===== config.mk =====
export PLATFORM = sky130hd
export DESIGN_NAME = mcycle_ctrl
export DESIGN_NICKNAME = d
export VERILOG_FILES = /design/src/rtl/mcycle_pkg.sv /design/src/rtl/mcycle_opclass.sv /design/src/rtl/mcycle_ctrl.sv
export SDC_FILE = /design/constraint.sdc
export NUM_CORES = 1
export LEC_CHECK = 0
export BUFFER_PORTS_ARGS = -buffer_cell sky130_fd_sc_hd__buf_2
export CORE_MARGIN = 10
export CORE_UTILIZATION = 46
export DETAILED_ROUTE_END_ITERATION = 8
export GPL_TIMING_DRIVEN = 0
export PLACE_DENSITY = 0.79
export SYNTH_ARGS = -nofsm -noshare
export SYNTH_HDL_FRONTEND = slang
export SYNTH_SLANG_ARGS = --single-unit
export TNS_END_PERCENT = 50

===== constraint.sdc =====
create_clock -name clk -period 1.8 [get_ports clk]
set_input_delay 0.18 -clock clk [delete_from_list [all_inputs] [get_ports clk]]
set_output_delay 0.18 -clock clk [all_outputs]
set_load 0.02 [all_outputs]

===== src/rtl/mcycle_pkg.sv =====
// ============================================================================
//  Module   : mcycle_pkg
//  Purpose  : Shared encodings for the multi-cycle MIPS-style controller:
//             FSM states, ALU operation codes, opcode/funct constants, mux
//             select encodings and the instruction-class bundle.
//  Revision : 1.0 - initial release
// ============================================================================
`default_nettype none

package mcycle_pkg;

  // FSM state encoding (also driven out on the state port)
  typedef enum logic [2:0] {
    S_FETCH  = 3'd0,
    S_DECODE = 3'd1,
    S_EXEC   = 3'd2,
    S_MEM    = 3'd3,
    S_WB     = 3'd4,
    S_TRAP   = 3'd5
  } state_t;

  // ALU operation codes
  localparam logic [2:0] ALU_ADD = 3'd0;
  localparam logic [2:0] ALU_SUB = 3'd1;
  localparam logic [2:0] ALU_XOR = 3'd2;
  localparam logic [2:0] ALU_SLT = 3'd3;

  // Opcodes (instruction bits [31:26])
  localparam logic [5:0] OP_RTYPE = 6'h00;
  localparam logic [5:0] OP_J     = 6'h02;
  localparam logic [5:0] OP_JAL   = 6'h03;
  localparam logic [5:0] OP_BEQ   = 6'h04;
  localparam logic [5:0] OP_BNE   = 6'h05;
  localparam logic [5:0] OP_ADDI  = 6'h08;
  localparam logic [5:0] OP_XORI  = 6'h0E;
  localparam logic [5:0] OP_LW    = 6'h23;
  localparam logic [5:0] OP_SW    = 6'h2B;

  // R-type function codes (instruction bits [5:0])
  localparam logic [5:0] FN_JR  = 6'h08;
  localparam logic [5:0] FN_ADD = 6'h20;
  localparam logic [5:0] FN_SUB = 6'h22;
  localparam logic [5:0] FN_SLT = 6'h2A;

  // pcSrc select
  localparam logic [1:0] PC_SRC_ALU    = 2'd0;
  localparam logic [1:0] PC_SRC_ALUOUT = 2'd1;
  localparam logic [1:0] PC_SRC_JUMP   = 2'd2;
  localparam logic [1:0] PC_SRC_RS     = 2'd3;

  // aluSrcB select
  localparam logic [1:0] SRCB_REG     = 2'd0;
  localparam logic [1:0] SRCB_FOUR    = 2'd1;
  localparam logic [1:0] SRCB_IMM     = 2'd2;
  localparam logic [1:0] SRCB_IMM_SH2 = 2'd3;

  // regDst select
  localparam logic [1:0] DST_RT  = 2'd0;
  localparam logic [1:0] DST_RD  = 2'd1;
  localparam logic [1:0] DST_R31 = 2'd2;

  // memToReg select
  localparam logic [1:0] M2R_ALUOUT = 2'd0;
  localparam logic [1:0] M2R_MDR    = 2'd1;
  localparam logic [1:0] M2R_PC     = 2'd2;

  // One-hot instruction class; exactly one bit is set for any opcode/funct
  typedef struct packed {
    logic r_add;
    logic r_sub;
    logic r_slt;
    logic r_jr;
    logic lw;
    logic sw;
    logic j;
    logic jal;
    logic beq;
    logic bne;
    logic addi;
    logic xori;
    logic illegal;
  } iclass_t;

  // ALU operation for the arithmetic R-type instructions
  function automatic logic [2:0] rtype_aluop(input iclass_t cls);
    if (cls.r_sub)      return ALU_SUB;
    else if (cls.r_slt) return ALU_SLT;
    else                return ALU_ADD;
  endfunction

endpackage

`default_nettype wire


===== src/rtl/mcycle_opclass.sv =====
// ============================================================================
//  Module   : mcycle_opclass
//  Purpose  : Combinational decoder turning opcode/funct into a one-hot
//             instruction-class bundle for the control FSM. Anything not
//             recognised lands in the illegal class.
//  Revision : 1.0 - initial release
// ============================================================================
`default_nettype none

module mcycle_opclass
  import mcycle_pkg::*;
(
  input  logic [5:0] opcode,
  input  logic [5:0] funct,
  output iclass_t    cls
);

  // Opcode first, then funct for the R-type group
  always_comb begin
    cls = '0;
    case (opcode)
      OP_RTYPE: begin
        case (funct)
          FN_ADD:  cls.r_add   = 1'b1;
          FN_SUB:  cls.r_sub   = 1'b1;
          FN_SLT:  cls.r_slt   = 1'b1;
          FN_JR:   cls.r_jr    = 1'b1;
          default: cls.illegal = 1'b1;
        endcase
      end
      OP_LW:   cls.lw      = 1'b1;
      OP_SW:   cls.sw      = 1'b1;
      OP_J:    cls.j       = 1'b1;
      OP_JAL:  cls.jal     = 1'b1;
      OP_BEQ:  cls.beq     = 1'b1;
      OP_BNE:  cls.bne     = 1'b1;
      OP_ADDI: cls.addi    = 1'b1;
      OP_XORI: cls.xori    = 1'b1;
      default: cls.illegal = 1'b1;
    endcase
  end

endmodule

`default_nettype wire


===== src/rtl/mcycle_ctrl.sv =====
// ============================================================================
//  Module   : mcycle_ctrl
//  Purpose  : Multi-cycle datapath controller (FETCH/DECODE/EXEC/MEM/WB)
//             with a memory wait-timeout watchdog (sticky memErr).
//  Config   : MCYCLE_TRAP_EN - when defined, illegal instructions enter a
//             TRAP state that holds trap=1 until reset; otherwise they
//             retire as a NOP from DECODE and trap stays 0.
//  Revision : 1.0 - initial release
// ============================================================================
`default_nettype none

module mcycle_ctrl
  import mcycle_pkg::*;
#(
  parameter int MEM_TIMEOUT = 16
) (
  input  logic       clk,
  input  logic       reset,
  input  logic [5:0] opcode,
  input  logic [5:0] funct,
  input  logic       zero,
  input  logic       memReady,
  output logic       irWrEn,
  output logic       pcWrEn,
  output logic       memRd,
  output logic       memWr,
  output logic       iorD,
  output logic       regWrEn,
  output logic       aluSrcA,
  output logic [1:0] pcSrc,
  output logic [1:0] aluSrcB,
  output logic [1:0] regDst,
  output logic [1:0] memToReg,
  output logic [2:0] aluOp,
  output logic [2:0] state,
  output logic       instrDone,
  output logic       memErr,
  output logic       trap
);

  localparam int                CNT_W    = (MEM_TIMEOUT > 1) ? $clog2(MEM_TIMEOUT) : 1;
  localparam logic [CNT_W-1:0]  CNT_LAST = CNT_W'(MEM_TIMEOUT - 1);

  iclass_t           cls;
  state_t            state_q;
  state_t            state_d;
  logic [CNT_W-1:0]  wait_cnt;
  logic              is_rtype;
  logic              waiting;

  mcycle_opclass u_opclass (
    .opcode (opcode),
    .funct  (funct),
    .cls    (cls)
  );

  assign is_rtype = cls.r_add | cls.r_sub | cls.r_slt;
  assign waiting  = ((state_q == S_FETCH) || (state_q == S_MEM)) && !memReady;
  assign state    = state_q;

  // Control outputs and next state; reset blanks every output so FETCH
  // decoding cannot leak a memory request or write enable while held
  always_comb begin
    irWrEn    = 1'b0;
    pcWrEn    = 1'b0;
    memRd     = 1'b0;
    memWr     = 1'b0;
    iorD      = 1'b0;
    regWrEn   = 1'b0;
    aluSrcA   = 1'b0;
    pcSrc     = PC_SRC_ALU;
    aluSrcB   = SRCB_REG;
    regDst    = DST_RT;
    memToReg  = M2R_ALUOUT;
    aluOp     = ALU_ADD;
    instrDone = 1'b0;
    trap      = 1'b0;
    state_d   = state_q;

    case (state_q)
      S_FETCH: begin
        memRd   = 1'b1;
        aluSrcB = SRCB_FOUR;
        if (memReady) begin
          irWrEn  = 1'b1;
          pcWrEn  = 1'b1;
          state_d = S_DECODE;
        end
      end

      S_DECODE: begin
        // Branch target is computed here speculatively into ALUOut
        aluSrcB = SRCB_IMM_SH2;
        if (cls.j || cls.jal) begin
          pcWrEn    = 1'b1;
          pcSrc     = PC_SRC_JUMP;
          instrDone = 1'b1;
          state_d   = S_FETCH;
          if (cls.jal) begin
            regWrEn  = 1'b1;
            regDst   = DST_R31;
            memToReg = M2R_PC;
          end
        end else if (cls.r_jr) begin
          pcWrEn    = 1'b1;
          pcSrc     = PC_SRC_RS;
          instrDone = 1'b1;
          state_d   = S_FETCH;
        end else if (cls.illegal) begin
`ifdef MCYCLE_TRAP_EN
          state_d   = S_TRAP;
`else
          instrDone = 1'b1;
          state_d   = S_FETCH;
`endif
        end else begin
          state_d = S_EXEC;
        end
      end

      S_EXEC: begin
        aluSrcA = 1'b1;
        if (is_rtype) begin
          aluSrcB = SRCB_REG;
          aluOp   = rtype_aluop(cls);
          state_d = S_WB;
        end else if (cls.addi || cls.xori) begin
          aluSrcB = SRCB_IMM;
          aluOp   = cls.xori ? ALU_XOR : ALU_ADD;
          state_d = S_WB;
        end else if (cls.lw || cls.sw) begin
          aluSrcB = SRCB_IMM;
          state_d = S_MEM;
        end else if (cls.beq || cls.bne) begin
          aluSrcB   = SRCB_REG;
          aluOp     = ALU_SUB;
          pcSrc     = PC_SRC_ALUOUT;
          pcWrEn    = cls.beq ? zero : !zero;
          instrDone = 1'b1;
          state_d   = S_FETCH;
        end else begin
          state_d = S_FETCH;
        end
      end

      S_MEM: begin
        iorD  = 1'b1;
        memRd = cls.lw;
        memWr = cls.sw;
        if (memReady) begin
          if (cls.lw) begin
            state_d = S_WB;
          end else begin
            instrDone = 1'b1;
            state_d   = S_FETCH;
          end
        end else if (!(cls.lw || cls.sw)) begin
          state_d = S_FETCH;
        end
      end

      S_WB: begin
        regWrEn   = 1'b1;
        instrDone = 1'b1;
        regDst    = is_rtype ? DST_RD : DST_RT;
        memToReg  = cls.lw ? M2R_MDR : M2R_ALUOUT;
        state_d   = S_FETCH;
      end

      S_TRAP: begin
`ifdef MCYCLE_TRAP_EN
        trap    = 1'b1;
        state_d = S_TRAP;
`else
        state_d = S_FETCH;
`endif
      end

      default: state_d = S_FETCH;
    endcase

    if (reset) begin
      irWrEn    = 1'b0;
      pcWrEn    = 1'b0;
      memRd     = 1'b0;
      memWr     = 1'b0;
      iorD      = 1'b0;
      regWrEn   = 1'b0;
      aluSrcA   = 1'b0;
      pcSrc     = PC_SRC_ALU;
      aluSrcB   = SRCB_REG;
      regDst    = DST_RT;
      memToReg  = M2R_ALUOUT;
      aluOp     = ALU_ADD;
      instrDone = 1'b0;
      trap      = 1'b0;
    end
  end

  // State register
  always_ff @(posedge clk or posedge reset) begin
    if (reset) begin
      state_q <= S_FETCH;
    end else begin
      state_q <= state_d;
    end
  end

  // Memory wait watchdog: counts consecutive not-ready cycles in one state,
  // saturates at the last count and latches memErr until reset
  always_ff @(posedge clk or posedge reset) begin
    if (reset) begin
      wait_cnt <= '0;
      memErr   <= 1'b0;
    end else if (!waiting || (state_d != state_q)) begin
      wait_cnt <= '0;
    end else if (wait_cnt == CNT_LAST) begin
      memErr <= 1'b1;
    end else begin
      wait_cnt <= wait_cnt + 1'b1;
    end
  end

endmodule

`default_nettype wire


==> results of run 1 <==
-- path summary, 6_finish.rpt --
check / slack (ns) / cells after the start / startpoint / endpoint
max in group asynchronous: 1.42 / 2 / reset / state[2]
worst min register to register: 0.47 / 1 / memErr / memErr
worst max register to register: 0.33 / 4 / state[0] / wait_cnt[2]
worst max-delay path: 0.04 / 6 / opcode[2] / pcSrc[0]
min in group clk: 0.28 / 3 / memReady / state[0]
worst min-delay path: 0.06 / 2 / reset / wait_cnt[2]
-- power by group through the flow --
stage | logic [W] | clock network, W | registers [W]
final | 0.000183 | 0.000132 | 0.000197
after CTS | 0.000176 | 0.000138 | 0.000195
after global routing | 0.000203 | 0.000156 | 0.000199
after global placement | 0.000168 | 0 | 0.000198
after floorplan | 0.000110 | 0 | 0.000203
after detailed placement | 0.000171 | 0 | 0.000198
-- cell usage after synthesis, drive strengths merged (2+ instances only) --
library cell	n
a211oi	5
a21o	2
a21oi	4
and2	3
and3	2
buf	6
clkbuf	4
dfrtp	8
inv	3
nand2	9
nand2b	4
nand3	9
nand3b	2
nand4	2
nor2	11
nor3	8
nor3b	2
nor4b	3
o211ai	3
xor2	2
-- logic make-up after synthesis --
kind of cell	share of synthesized area (%)
mux	1.14
simple gates	41.0
fa+ha+maj	1.42
flops	22.8
other cells	0.427
xor+xnor	2.99
buf+inv	7.26
compound gates	22.9
-- registers in the layout (all words and copies together) (netlist names) --
signal / count
state: 3
wait_cnt: 4
memErr: 1
-- per-layer routing --
| metal | track usage (%) | up-vias |
|---|---|---|
| met1 | 15.7 | 457 |
| met2 | 18.6 | 57 |
| met4 | 2.46 | 0 |
| li1 | - | 505 |
| met3 | 6.36 | 2 |
| met5 | 0 | - |
-- area by class of cell --
class	count	area (sq um)	area share [%]
buffer	10	67.6	5.70
clock buffer	3	22.5	1.90
inverter	3	13.8	1.16
multi-input combinational	96	653	55.1
sequential	8	201	17.0
tap	25	31.3	2.64
timing repair buffer	36	195	16.5
-- through the flow --
stage | util [%] | TNS, ns
after floorplan | - | -0.148
after global placement | 61.8 | -0.0105
after detailed placement | 61.8 | -0.00931
after CTS | 64.2 | 0
after global routing | 67.2 | -0.111
final | 67.2 | 0
-- what timing repair did --
action	CTS	global route
pin swaps	2	2
endpoints found under the setup margin	9	12
cloned	0	0
buffers inserted	1	1
resized for setup	6	17
hold buffers	0	0
==> metrics.txt, run 1 <==
status complete, no violations; post-route ant nets 0; WL final 2.65 mm; max incr delay on CP 0.42 ns; initial core utilization 49.8%; Area after DPL 1090 sq um; fraction of layout cells with a size suffix above 1 39.7%; Worst Path Buf+Inv 2; routed len/inst 14.6 um; Worst-Skew Late Latency 0.25 ns; Leak 0.564 nW; vias per cell 5.64; #FFs+latches synth 8; critical path, cell by cell buf_2 -> nor4_4 -> nand4_1 -> or4_1 -> a21oi_1 -> buf_4; largest fanout on the critical path 9; switching power total 0.000176 W; Inserted Clock Buffers 3; combinational share of power 35.8%; met3 routed WL 319 um; Synth area leader dfrtp_1; # DRC 0; Max Freq 568 MHz; met2 WL 1.16 mm; CP endpoint kind output port; Post-layout nets 175; Placement Rows 15; vias 1021; Placed Cells 176; Cells after Synth 116; Seq/Total Area, Yosys 22.8%; Inserted Diodes 0; Tmin final 1.76 ns; Post-synth top flop dfrtp_1; Die X 63.7 um; area of the core 1760 sq um; Int Power 0.000337 W; Post-synth EDFFs 0; Max-Cap Viols 0; fin. max-slew vios 0; Pre-antenna DRT Iters 4; Slowest cell on crit path or4_1; post-layout instance area 1180 sq um; Setup Viol. Count Final 0; Hold Fails Final Rpt 0; critical path type input port to output port; Hold WS 0.0627 ns; H-tree Lvls 1; most common cell after layout, fill and taps aside buf_2; sequential fraction of design power 38.4%; cell family with most CP delay simple AND/OR/NAND/NOR gates; Clock Sinks 8; Switching Fraction 34.3%; Metal-1 WL 1.15 mm; Clock Tree Root clkbuf_4; Power Density 432 nW/um^2; Worst EP required 1.62 ns; grt total ovfl 0; Fillers 185; global-route wire length before repair 4.35 mm; largest net degree at the start of global routing 12; most frequent cells in the layout 33 x buf_2, 11 x nor2_1, 10 x buf_4; DP HPWL 2.09 mm; Tot Pwr 0.000512 W; clock buffer depth 2; CTS tree yes; die area 4060 sq um; Post-synth ARST share 100%; final worst slack 0.0381 ns; Place WS -0.00931 ns; Mapped Area 878 sq um; RSZ-0062 raised after global routing true; gr usage total 12.5%; Max VDD drop 447 uV; area share of the largest cell type after synthesis 22.8%; fin crit share 97.9%; Avg Cell Area, Syn 7.57 sq um; worst hold path class input port to asynchronous set/reset pin; Port Buffers 34; Synth cell types 47; GP Congestion 0.910; clk_skew 0.00263 ns; Top Layer Used met4; CP Data Arrival Time 1.58 ns; vias in the first global route 953; Clock Pin Slew Worst Setup and Hold Paths 0.05 ns; Non-Filler Instances 181; crit start category input port; Synthesis Warnings 0; dominant cells by area after synthesis dfrtp_1 23%, nand3_1 5.1%, nor2_1 4.7%; area grow syn2layout 34.9%; I/O Pins 40; clock share of power 25.8%; die height 63.7 um; initial DRC count 39; initial antenna violation count 0
(Power assumes the default switching activity.)
==> inputs of run 2 (changes only) <==
Settings changed: CORE_UTILIZATION 46 to 50, HOLD_SLACK_MARGIN from default to 0.06, PLACE_DENSITY 0.79 to 0.84.
Clock period 1.8 ns to 2.11 ns, I/O delays scaled along.
==> run 2 against run 1 <==
  * Critical path depth unchanged
  * Clock power is 15% lower
  * Power is 17% lower
  * Die area decreased by 5.5%
  * Register-to-register slack better by 0.24 ns
  * Flip-flop and latch count is the same
  * First-iteration DRC count down 28%
  * Clock-buffer cell count did not move
  * Combinational power shrank 20%
  * Largest cell class unchanged
  * Setup slack better by 0.15 ns
  * Highest routed layer unchanged
  * Sequential power is 15% lower
  * Via count shrank 0.49%
==> metrics.txt, run 2 (synthesis results as in run 1) <==
status complete, no violations; area of the core 1690 sq um (-4.3%); initial DRC count 28 (-28%); Place WS 0.238 ns (+0.248 ns); reg-to-reg endpoint wait_cnt[2]; Worst Path Buf+Inv 3 (+1); Slowest cell on crit path dfrtp_1; vias in the first global route 1013 (+6.3%); vias per cell 5.94 (+5.3%); R2R Path Start state[0]; largest fanout on the critical path 10 (+1); R2R cell count 4 (unchanged); Inserted Clock Buffers 3 (unchanged); post-route ant nets 0 (unchanged); Pre-antenna DRT Iters 4 (unchanged); gr usage total 13.8% (+1.2 points); Top Layer Used met4; met2 WL 1.16 mm (-0.69%); initial core utilization 52.0% (+2.2 points); number of cells on the critical path 6 (unchanged); # DRC 0 (unchanged); Leak 0.538 nW (-4.5%); switching power total 0.000145 W (-17%); largest net degree at the start of global routing 12 (unchanged); Worst EP required 1.90 ns (+0.28 ns); worst hold path class input port to asynchronous set/reset pin; most common cell after layout, fill and taps aside buf_2; cell family with most CP delay buffers and inverters; R2R setup slack 0.57 ns (+0.24 ns); Inserted Diodes 0 (unchanged); combinational share of power 34.4% (-1.4 points); sequential fraction of design power 39.2% (+0.8 points); met3 routed WL 270 um (-15%); Port Buffers 34 (unchanged); CP Data Arrival Time 1.71 ns (+0.13 ns); area grow syn2layout 24.9%; initial antenna violation count 0 (unchanged); clk_skew 0.00449 ns (+0.00187 ns); Post-layout nets 173 (-1.1%); Metal-1 WL 1.07 mm (-7.1%); setup TNS 0 ns (unchanged); # hold bufs at CTS 0 (unchanged); Hold Fails Final Rpt 0 (unchanged); Int Power 0.000280 W (-17%); Tmin final 1.92 ns; WL final 2.52 mm (-4.9%); Worst-Skew Late Latency 0.25 ns (about the same); CP endpoint kind output port; CTS tree yes; clock buffer depth 2 (unchanged); largest register by flop count wait_cnt; DP HPWL 2.12 mm (+1.3%); max incr delay on CP 0.35 ns (-0.07 ns); Max VDD drop 396 uV (-11%); GP Congestion 0.856 (-5.9%); most frequent cells in the layout 37 x buf_2, 11 x nor2_1, 9 x nand3_1, 9 x nand2_1, 8 x dfrtp_1; die area 3830 sq um (-5.5%); final core utilization 65.0% (-2.2 points); fraction of layout cells with a size suffix above 1 32.5% (-7.3 points); fin. max-slew vios 0 (unchanged); Clock Pin Slew Worst Setup and Hold Paths 0.05 ns (about the same); vias 1016 (-0.49%); H-tree Lvls 1 (unchanged); Switching Fraction 34.1% (-0.15 points); RSZ-0062 raised after global routing false; global-route wire length before repair 4.18 mm (-3.8%); critical path, cell by cell clkbuf_1 -> inv_1 -> nand3b_1 -> o211ai_1 -> a22o_1 -> buf_2; grt total ovfl 0 (unchanged); Clock Sinks 8 (unchanged); Max-Cap Viols 0 (unchanged); Setup Viol. Count Final 0 (unchanged); Clock Tree Root clkbuf_4; clock share of power 26.4% (+0.6 points); Placement Rows 15 (unchanged); Power Density 388 nW/um^2 (-10%); die height 61.9 um (-2.8%); final worst slack 0.192 ns (+0.154 ns); I/O Pins 40 (unchanged); routed len/inst 14.7 um (+0.70%); Die X 61.9 um (-2.8%); max reg flops 4 (unchanged); Max Freq 521 MHz; critical path type register to output port; Fillers 164 (-11%); crit start category register; fin crit share 90.9%
## run 2: how the worst max path moves through the flow
stage,from,end,slack [ns]
5_1_grt,state[1],pcWrEn,0.03
3_3_place_gp,opcode[4],pcSrc[0],0.25
4_1_cts,state[1],instrDone,0.16
2_1_floorplan,state[1],memWr,0.17
3_5_place_dp,opcode[4],pcSrc[0],0.24
6_report,state[0],instrDone,0.19
## run 2: power by group through the flow
| stage | registers [W] | clock network [W] | logic [W] |
|---|---|---|---|
| floorplan | 0.000173 | 0 | 0.0000934 |
| global placement | 0.000169 | 0 | 0.000141 |
| detailed placement | 0.000169 | 0 | 0.000146 |
| CTS | 0.000167 | 0.000117 | 0.000146 |
| global route | 0.000168 | 0.000126 | 0.000161 |
| finish | 0.000167 | 0.000112 | 0.000146 |
## run 2: what timing repair did
item,CTS,global route
setup buffers,0,0
endpoints found under the setup margin,0,1
resized for setup,0,2
## run 2: cell type report
class	instances	area (sq um)	area share, %
Multi-Input combinational cell	96	618	56.3
Sequential cell	8	200	18.2
Timing Repair Buffer	34	170	15.5
Buffer	10	53.8	4.90
Clock buffer	3	22.5	2.05
Tap cell	17	21.3	1.94
Inverter	3	11.3	1.03
## run 2: per-stage QoR
stage / cell area (sq um) / power, W / hold slack (ns) / std cells
after floorplan: 882 / 0.000266 / 0.231 / 117
after global placement: 1070 / 0.000310 / 0.316 / 168
after CTS: 1100 / 0.000430 / 0.0633 / 171
final: 1100 / 0.000426 / 0.0579 / 171
after global routing: 1100 / 0.000455 / 0.104 / 171
after detailed placement: 1070 / 0.000315 / 0.336 / 168
## run 2: per-layer routing
metal	vias to the layer above	global-route usage, %
li1	505	-
met4	0	4.14
met5	-	0
met3	4	6.10
met1	459	15.2
met2	48	23.1
